[src/rtl/flex_pts_tx.sv]
// flex_pts_tx -- framed parallel-to-serial transmitter.
//
// Takes a NUM_BITS word through a valid/ready handshake and sends it one
// bit per shift_enable strobe, MSB- or LSB-first. A word may be loaded on
// the strobe that consumes the final bit of the current frame, so frames
// can run back-to-back with no idle bit between them.
//
// Optional feature: define FLEX_PTS_TX_PARITY_EN to append an even-parity
// bit (^data) after the data bits (frame = NUM_BITS+1 strobes). Without
// the macro there is no PARITY state and no parity register.
//
// Parameters:
//   NUM_BITS  data word width (2..32)
//   SHIFT_MSB 1 = MSB first, 0 = LSB first
//   IDLE_VAL  idle line level, also the fill bit shifted into the register
//
// Ports:
//   clk          rising-edge clock
//   rst          asynchronous active-high reset
//   shift_enable bit strobe, one bit consumed per high cycle
//   parallel_in  word to transmit, sampled only on accept
//   load_valid   producer offers a word
//   load_ready   word accepted this cycle (combinational on shift_enable)
//   serial_out   current line bit (registered state only)
//   busy         a frame is in progress
//   done         one-cycle pulse after the last bit of a frame is consumed
module flex_pts_tx #(
  parameter int   NUM_BITS  = 8,
  parameter bit   SHIFT_MSB = 1'b1,
  parameter logic IDLE_VAL  = 1'b1
) (
  input  logic                clk,
  input  logic                rst,
  input  logic                shift_enable,
  input  logic [NUM_BITS-1:0] parallel_in,
  input  logic                load_valid,
  output logic                load_ready,
  output logic                serial_out,
  output logic                busy,
  output logic                done
);

  localparam int CNT_W = (NUM_BITS > 1) ? $clog2(NUM_BITS) : 1;
  localparam logic [CNT_W-1:0] LAST_CNT = CNT_W'(NUM_BITS - 1);

`ifdef FLEX_PTS_TX_PARITY_EN
  typedef enum logic [1:0] {
    ST_IDLE   = 2'd0,
    ST_SHIFT  = 2'd1,
    ST_PARITY = 2'd2
  } state_t;
`else
  typedef enum logic {
    ST_IDLE  = 1'b0,
    ST_SHIFT = 1'b1
  } state_t;
`endif

  state_t              state_reg;
  state_t              state_next;
  logic [NUM_BITS-1:0] shreg_reg;
  logic [NUM_BITS-1:0] shreg_shifted;
  logic [CNT_W-1:0]    bit_cnt_reg;
  logic                done_reg;
`ifdef FLEX_PTS_TX_PARITY_EN
  logic                par_bit_reg;
`endif

  logic last_data;   // SHIFT state sitting on the final data bit
  logic frame_end;   // strobe that consumes the final bit of the frame
  logic shift_step;  // strobe that consumes a data bit
  logic accept;

  assign last_data  = (state_reg == ST_SHIFT) && (bit_cnt_reg == LAST_CNT);
  assign shift_step = shift_enable && (state_reg == ST_SHIFT);

`ifdef FLEX_PTS_TX_PARITY_EN
  assign frame_end = shift_enable && (state_reg == ST_PARITY);
`else
  assign frame_end = shift_enable && last_data;
`endif

  // Ready is held low during reset so nothing is captured while the
  // register file is being cleared.
  assign load_ready = ~rst & ((state_reg == ST_IDLE) | frame_end);
  assign accept     = load_valid & load_ready;

  // Shifted copy of the register: every bit moves one place toward the
  // output end and the far end fills with the idle level.
  genvar gi;
  generate
    for (gi = 0; gi < NUM_BITS; gi++) begin : g_shift
      if (SHIFT_MSB) begin : g_msb
        if (gi == 0) begin : g_fill
          assign shreg_shifted[gi] = IDLE_VAL;
        end else begin : g_move
          assign shreg_shifted[gi] = shreg_reg[gi-1];
        end
      end else begin : g_lsb
        if (gi == NUM_BITS - 1) begin : g_fill
          assign shreg_shifted[gi] = IDLE_VAL;
        end else begin : g_move
          assign shreg_shifted[gi] = shreg_reg[gi+1];
        end
      end
    end
  endgenerate

  // State register
  always_ff @(posedge clk or posedge rst) begin
    if (rst) begin
      state_reg <= ST_IDLE;
    end else begin
      state_reg <= state_next;
    end
  end

  // Next-state logic
  always_comb begin
    state_next = state_reg;
    case (state_reg)
      ST_IDLE: begin
        if (accept) begin
          state_next = ST_SHIFT;
        end
      end
      ST_SHIFT: begin
        if (shift_enable && last_data) begin
`ifdef FLEX_PTS_TX_PARITY_EN
          state_next = ST_PARITY;
`else
          // A word accepted on the final strobe starts the next frame.
          state_next = accept ? ST_SHIFT : ST_IDLE;
`endif
        end
      end
`ifdef FLEX_PTS_TX_PARITY_EN
      ST_PARITY: begin
        if (shift_enable) begin
          state_next = accept ? ST_SHIFT : ST_IDLE;
        end
      end
`endif
      default: state_next = ST_IDLE;
    endcase
  end

  // Datapath: shift register, bit counter, parity, done pulse
  always_ff @(posedge clk or posedge rst) begin
    if (rst) begin
      shreg_reg   <= {NUM_BITS{IDLE_VAL}};
      bit_cnt_reg <= '0;
      done_reg    <= 1'b0;
`ifdef FLEX_PTS_TX_PARITY_EN
      par_bit_reg <= 1'b0;
`endif
    end else begin
      done_reg <= frame_end;
      if (accept) begin
        // A reload wins over the shift of the final data bit.
        shreg_reg   <= parallel_in;
        bit_cnt_reg <= '0;
`ifdef FLEX_PTS_TX_PARITY_EN
        par_bit_reg <= ^parallel_in;
`endif
      end else if (shift_step) begin
        shreg_reg <= shreg_shifted;
        // Counter saturates on the last data bit rather than wrapping.
        if (bit_cnt_reg != LAST_CNT) begin
          bit_cnt_reg <= bit_cnt_reg + CNT_W'(1);
        end
      end
    end
  end

  // Output logic: all outputs except load_ready come from registers only.
  always_comb begin
    serial_out = IDLE_VAL;
    busy       = 1'b0;
    case (state_reg)
      ST_IDLE: begin
        serial_out = IDLE_VAL;
        busy       = 1'b0;
      end
      ST_SHIFT: begin
        serial_out = SHIFT_MSB ? shreg_reg[NUM_BITS-1] : shreg_reg[0];
        busy       = 1'b1;
      end
`ifdef FLEX_PTS_TX_PARITY_EN
      ST_PARITY: begin
        serial_out = par_bit_reg;
        busy       = 1'b1;
      end
`endif
      default: begin
        serial_out = IDLE_VAL;
        busy       = 1'b0;
      end
    endcase
  end

  assign done = done_reg;

endmodule

[config.mk]
export PLATFORM = sky130hd
export DESIGN_NAME = flex_pts_tx
export DESIGN_NICKNAME = d
export VERILOG_FILES = /design/src/rtl/flex_pts_tx.sv
export SDC_FILE = /design/constraint.sdc
export NUM_CORES = 1
export LEC_CHECK = 0
export CAP_MARGIN = 25
export CORE_AREA = 2 2 52 54
export DETAILED_ROUTE_END_ITERATION = 7
export DIE_AREA = 0 0 54 56
export PLACE_DENSITY = 0.62
export RECOVER_POWER = 25
export SLEW_MARGIN = 20
export SYNTH_ARGS = -nofsm -noshare
export SYNTH_HDL_FRONTEND = slang
export SYNTH_SLANG_ARGS = --single-unit
export TNS_END_PERCENT = 20
[constraint.sdc]
create_clock -name clk -period 1.8 [get_ports clk]
set_clock_uncertainty 0.15 [all_clocks]
set_input_delay 0.18 -clock clk [delete_from_list [all_inputs] [get_ports clk]]
set_output_delay 0.18 -clock clk [all_outputs]
set_load 0.01 [all_outputs]
==> run_results.csv, run 1 <==
group,metric,value,unit
floorplan,pin_count,16,
synthesis,synthTopCellsByArea,"dfstp_2, dfrtp_1, mux2_4, mux2_2, mux2_1",
clocking,clkTransAtPathRegs,0.08,ns
clocking,cts_root_buf,"clkbuf_4",
synthesis,avgSynthCellArea,14.5,um2
synthesis,post-synth-top-area-cell,"dfstp_2",
clocking,cts_buffer_depth,2,
synthesis,synth_edf_count,0,
finish,final_util,0.396,
sta,rsz0062_at_grt,"true",
grt,first_global_vias,478,
detailed_routing,drtIter0Drc,4,
detailed_routing,drc_errors,0,
synthesis,syn_nets,61,
floorplan,num_rows,18,
worst_setup_path,path_class,"reg -> reg",
detailed_routing,vias,447,
grt,antenna_found_initial,0,
clocking,ctsHtreeMaxLevel,1,
clocking,cts_tree,"yes",
synthesis,synth_cells,47,
synthesis,synth_top_family_by_area,"multiplexers",
worst_setup_path,crit_required,1.85,ns
synthesis,synth_seq_area_share,0.492,
floorplan,die_h,56,um
finish,drive_gt1_frac,0.528,
synthesis,async_flop_share,1.00,
synthesis,netlist.area_leader.share,0.308,
sta,max_freq,554,MHz
synthesis,synthAdderAreaFrac,0.0367,
floorplan,die_area,3020,um2
outcome,violations,"setup timing",
sta,fin_ws,-0.00432,ns
synthesis,synthSimpleGateAreaFrac,0.110,
sta,final_hold_viol_count,0,
outcome,outcome,"finished, violations left",
detailed_routing,wl_per_cell,12.9,um
synthesis,muxShareOfSynthArea,0.310,
grt,overflow,0,
sta,hold_ws,0.202,ns
worst_setup_path,path_max_fanout,5,
clocking,clk-insertion-delay-late,0.27,ns
floorplan,die_w,54,um
sta,post-route-period-util,1.00,
placed_design,hpwl,911,um
synthesis,ys.flop_type,"dfstp_2",
synthesis,ys_ff_latch,13,
synthesis,synthXorXnorAreaFrac,0.0128,
worst_setup_path,crit_path_start_kind,"flip-flop",
synthesis,yosysMostFrequentCell,"dfstp_2",
detailed_routing,firstDrtPassIters,4,
grt,grt_usage,0.104,
finish,nNetsFinal,87,
pwr,seq_power_share,0.397,
pwr,power_frac_clock,0.128,
worst_setup_path,cp.arrival,1.86,ns
pwr,p_int,1.00,mW
sta,setup-violations-final,4,
sta,maxSlewHeadroom,0.654,
synthesis,syn_area,682,um2
synthesis,ys_types,19,
worst_hold_path,min_path_type,"in -> async",
finish,syn_to_final_growth,41.3,%
grt,grt_max_degree,14,
synthesis,yosysWarnings,0,
pwr,p_comb_frac,0.475,
clocking,cts_sinks,13,
finish,largest_reg_flops,8,
pwr,powerDensity,1460,nW/um2
sta,worst_pin_slew,0.518,ns
detailed_routing,routed_wl,1.31,mm
pwr,p_sw,0.401,mW
placed_design,place.gp.congestion,0.720,
pwr,leakagePower,0.412,nW
synthesis,synth-compound-area-share,0.0165,
detailed_routing,ant_nets,0,
sta,drv_slew,0,
finish,insertedDiodeCount,0,
synthesis,synthTopCellsByCount,"dfstp_2, mux2_2, mux2_4",
pwr,ir_drop,0.747,mV
finish,nFillCells,256,
worst_setup_path,cp-end-kind,"flip-flop",
sta,final.min_clock_period,1.80,ns
placed_design,portBuffers,15,
floorplan,initial_utilization,0.280,
run,drv_cap,0,
detailed_routing,viasPerCell,4.38,
clocking,cts_buffers,3,
grt,grt_pass1_wl,2.20,mm
floorplan,core,2430,um2
pwr,switching_share,0.286,
==> worst max-delay path: stages (launching register included) <==
cell	delay [ns]
dfrtp_1	0.37
ha_2	0.20
ha_4	0.14
a21boi_2	0.05
buf_4	0.14
nor3b_4	0.21
buf_6	0.17
mux2_4	0.30
==> worst paths after layout <==
path,from,depth (start not counted),slack (ns),to
worst min-delay path,rst,2,0.20,bit_cnt_reg[2]$_DFFE_PP0P_
worst max-delay path,bit_cnt_reg[0]$_DFFE_PP0P_,7,-0.004,shreg_reg[0]$_DFFE_PP1P_
min in group clk,parallel_in[3],2,0.37,shreg_reg[3]$_DFFE_PP1P_
worst max register to register,bit_cnt_reg[0]$_DFFE_PP0P_,7,-0.004,shreg_reg[0]$_DFFE_PP1P_
max in group asynchronous,rst,2,0.93,state_reg$_DFF_PP0_
worst min register to register,bit_cnt_reg[1]$_DFFE_PP0P_,2,0.40,bit_cnt_reg[1]$_DFFE_PP0P_
==> cells in the final DEF (no fill, tap or decap), types with 2 or more instances in the layout <==
master / Yosys / routed
mux2_2: 6 / 4
nor2_1: 4 / 4
buf_6: 1 / 2
dfrtp_1: 5 / 4
mux2i_1: 2 / 2
mux2_4: 6 / 8
clkbuf_4: 0 / 3
buf_4: 0 / 5
clkdlybuf4s50_1: 0 / 14
mux2_1: 3 / 3
dfstp_2: 8 / 8
==> metrics by stage <==
stage	total power [mW]	area (um2)	TNS [ns]	setup WS, ns	std cells
final	1.40	963	-0.00959	-0.00432	102
after global routing	1.51	963	-0.441	-0.0667	102
after CTS	1.40	961	-0.00128	-0.00128	101
after detailed placement	1.13	881	-0.0875	-0.0875	94
after global placement	1.11	881	-0.0376	-0.0376	94
after floorplan	0.949	682	0	0.101	47
==> cell type report <==
type / count / area, um2 / area share
Clock buffer: 4 / 26.3 / 0.0273
Inverter: 1 / 3.75 / 0.00390
Multi-Input combinational cell: 32 / 354 / 0.368
Sequential cell: 13 / 337 / 0.349
Tap cell: 30 / 37.5 / 0.0390
Timing Repair Buffer: 22 / 205 / 0.213
==> cell families (layout without fill, tap and decap cells) <==
kind of cell	after synthesis	after routing
compound gates	1	1
mux	17	17
xor+xnor	1	1
fa+ha+maj	2	2
buf+inv	2	27
flops	13	13
simple gates	11	11
==> layer usage <==
| metal | wire (um) | GRT usage | part of all wire |
|---|---|---|---|
| met5 | 0 | 0 | 0 |
| met4 | 21 | 0.0750 | 0.016 |
| met3 | 46 | 0.0161 | 0.035 |
| met2 | 638 | 0.153 | 0.49 |
| met1 | 608 | 0.132 | 0.46 |
==> power by group through the flow <==
stage	registers [mW]	clock network, mW	logic (mW)
finish	0.557	0.179	0.666
global route	0.579	0.202	0.731
CTS	0.555	0.190	0.652
detailed placement	0.555	0	0.579
global placement	0.548	0	0.561
floorplan	0.539	0	0.410
==> repair_timing <==
| action | in CTS | in global routing |
|---|---|---|
| setup buffers | 3 | 1 |
| endpoints found under the setup margin | 4 | 10 |
| pin swaps | 2 | 1 |
| resized for setup | 10 | 2 |
| cloned | 0 | 0 |
| hold buffers | 0 | 0 |
Power figures use the tool's default switching activity.
==> inputs of run 2 (changes only) <==
--- a/config.mk
+++ b/config.mk
@@ -6,9 +6,9 @@
 export NUM_CORES = 1
 export LEC_CHECK = 0
 export CAP_MARGIN = 25
-export CORE_AREA = 2 2 52 54
+export CORE_AREA = 8 8 58 60
 export DETAILED_ROUTE_END_ITERATION = 7
-export DIE_AREA = 0 0 54 56
+export DIE_AREA = 0 0 66 68
 export PLACE_DENSITY = 0.62
 export RECOVER_POWER = 25
 export SLEW_MARGIN = 20
==> run 2 against run 1 <==
Net effect: the run still ends with setup timing left; wire length is the same; total power shrank 5.6%; design area shrank 3.8%; utilization shrank 3.5 points; first-iteration DRC count grew 100%; maximum frequency shrank 1.4%; die area grew 48%.
==> run_results.csv, run 2 (synthesis results as in run 1) <==
group,metric,value,unit
floorplan,initial_utilization,0.266,
worst_setup_path,r2r-start,"bit_cnt_reg[0]$_DFFE_PP0P_",
clocking,clkTransAtPathRegs,0.07,ns
worst_setup_path,slowest_stage,"dfrtp_1",
placed_design,place.gp.congestion,0.765,
floorplan,die_w,66,um
clocking,cts_root_buf,"clkbuf_4",
finish,multi_input_area,334,um2
pwr,ir_drop,0.487,mV
pwr,powerDensity,1430,nW/um2
finish,largest_reg_flops,8,
detailed_routing,drtIter0Drc,8,
clocking,cts_tree,"yes",
clocking,cts_sinks,13,
clocking,cts_buffer_depth,2,
worst_setup_path,crit_cells,7,
clocking,clk-insertion-delay-late,0.27,ns
sta,final_hold_viol_count,0,
placed_design,placed_cell_area,887,um2
worst_setup_path,path_buf_inv,2,
sta,fin_ws,-0.0295,ns
clocking,hold_buffers,0,
worst_hold_path,min_path_type,"in -> async",
sta,maxSlewHeadroom,0.676,
detailed_routing,wl_per_cell,13.1,um
clocking,ctsHtreeMaxLevel,1,
floorplan,core,2570,um2
finish,final_area,927,um2
sta,max_freq,547,MHz
worst_setup_path,cp-end-kind,"flip-flop",
finish,nNetsFinal,84,
worst_setup_path,ff2ff_setup_slack,-0.03,ns
worst_setup_path,r2r_end,"shreg_reg[4]$_DFFE_PP1P_",
grt,grt_pass1_wl,2.21,mm
finish,drive_gt1_frac,0.493,
run,drv_cap,0,
floorplan,num_rows,19,
detailed_routing,firstDrtPassIters,2,
sta,post-route-period-util,1.02,
detailed_routing,viasPerCell,4.32,
pwr,leakagePower,0.390,nW
worst_setup_path,cp.arrival,1.88,ns
finish,final_util,0.361,
grt,overflow,0,
worst_setup_path,crit_required,1.85,ns
sta,final.min_clock_period,1.83,ns
floorplan,die_area,4490,um2
sta,setup-violations-final,2,
detailed_routing,drc_errors,0,
finish,nFillCells,260,
finish,mostFrequentLayoutCells,"clkdlybuf4s50_1, dfstp_2, mux2_2, mux2_4",
worst_setup_path,crit_chain,"ha_1 -> ha_2 -> a21boi_2 -> buf_4 -> nor3b_4 -> buf_12 -> mux2_2",
finish,final_common_cell,"clkdlybuf4s50_1",
grt,first_global_vias,485,
detailed_routing,vias,432,
floorplan,pin_count,16,
detailed_routing,ant_nets,0,
sta,tns,-0.0576,ns
finish,insertedDiodeCount,0,
finish,seq_area,337,um2
worst_setup_path,crit_path_start_kind,"flip-flop",
grt,grt_usage,0.0666,
worst_setup_path,critPathMaxStageDelay,0.35,ns
worst_setup_path,path_max_fanout,11,
sta,drv_slew,0,
outcome,violations,"setup timing",
finish,syn_to_final_growth,36.0,%
sta,rsz0062_at_grt,"true",
worst_setup_path,r2r_cells,7,
worst_setup_path,cp_top_family,"flip-flops",
grt,antenna_found_initial,0,
clocking,cts_buffers,3,
sta,worst_pin_slew,0.485,ns
worst_setup_path,path_class,"reg -> reg",
placed_design,portBuffers,15,
floorplan,die_h,68,um
detailed_routing,routed_wl,1.31,mm
grt,grt_max_degree,14,
outcome,outcome,"finished, violations left",
==> run 2: changes by cell type in the layout (fill, tap and decap cells not counted), sizes merged <==
cell,change
buf,-3
==> run 2: power by group <==
part	internal [mW]	switching, mW	total [mW]
registers	0.480	0.0723	0.552
clock network	0.0859	0.0900	0.176
logic	0.383	0.213	0.596
total	0.949	0.375	1.32
==> run 2: metrics by stage <==
step | setup slack [ns] | hold WS [ns] | std cells | total power [mW]
after floorplan | 0.101 | -0.0988 | 47 | 0.949
after global placement | -0.0429 | 0.361 | 94 | 1.12
after detailed placement | -0.0863 | 0.370 | 94 | 1.14
after CTS | -0.0282 | 0.194 | 100 | 1.34
after global routing | -0.119 | 0.228 | 100 | 1.42
final | -0.0295 | 0.186 | 100 | 1.32
==> run 2: cell type report <==
cell class                      count  share of cell area
Multi-Input combinational cell     32               0.360
Timing Repair Buffer               19               0.202
Sequential cell                    13               0.363
Tap cell                           31              0.0418
Clock buffer                        4              0.0283
Inverter                            1             0.00405
==> run 2: worst max path at each step <==
stage / from / slack (ns) / end
3_3_place_gp: bit_cnt_reg[0]$_DFFE_PP0P_ / -0.04 / load_ready
2_1_floorplan: bit_cnt_reg[0]$_DFFE_PP0P_ / 0.10 / shreg_reg[0]$_DFFE_PP1P_
5_1_grt: bit_cnt_reg[0]$_DFFE_PP0P_ / -0.12 / shreg_reg[4]$_DFFE_PP1P_
3_5_place_dp: bit_cnt_reg[0]$_DFFE_PP0P_ / -0.09 / load_ready
6_report: bit_cnt_reg[0]$_DFFE_PP0P_ / -0.03 / shreg_reg[4]$_DFFE_PP1P_
4_1_cts: bit_cnt_reg[0]$_DFFE_PP0P_ / -0.03 / shreg_reg[4]$_DFFE_PP1P_
==> run 2: timing repair <==
item | CTS | global route
setup buffers | 2 | 0
resized for setup | 4 | 2
setup endpoints to repair | 1 | 10
pin swaps | 1 | 0
==> run 2: metal layers <==
metal,routed length (um),global-route usage
met5,0,0
met4,52,0.0640
met3,49,0.0131
met2,637,0.106
met1,575,0.0736
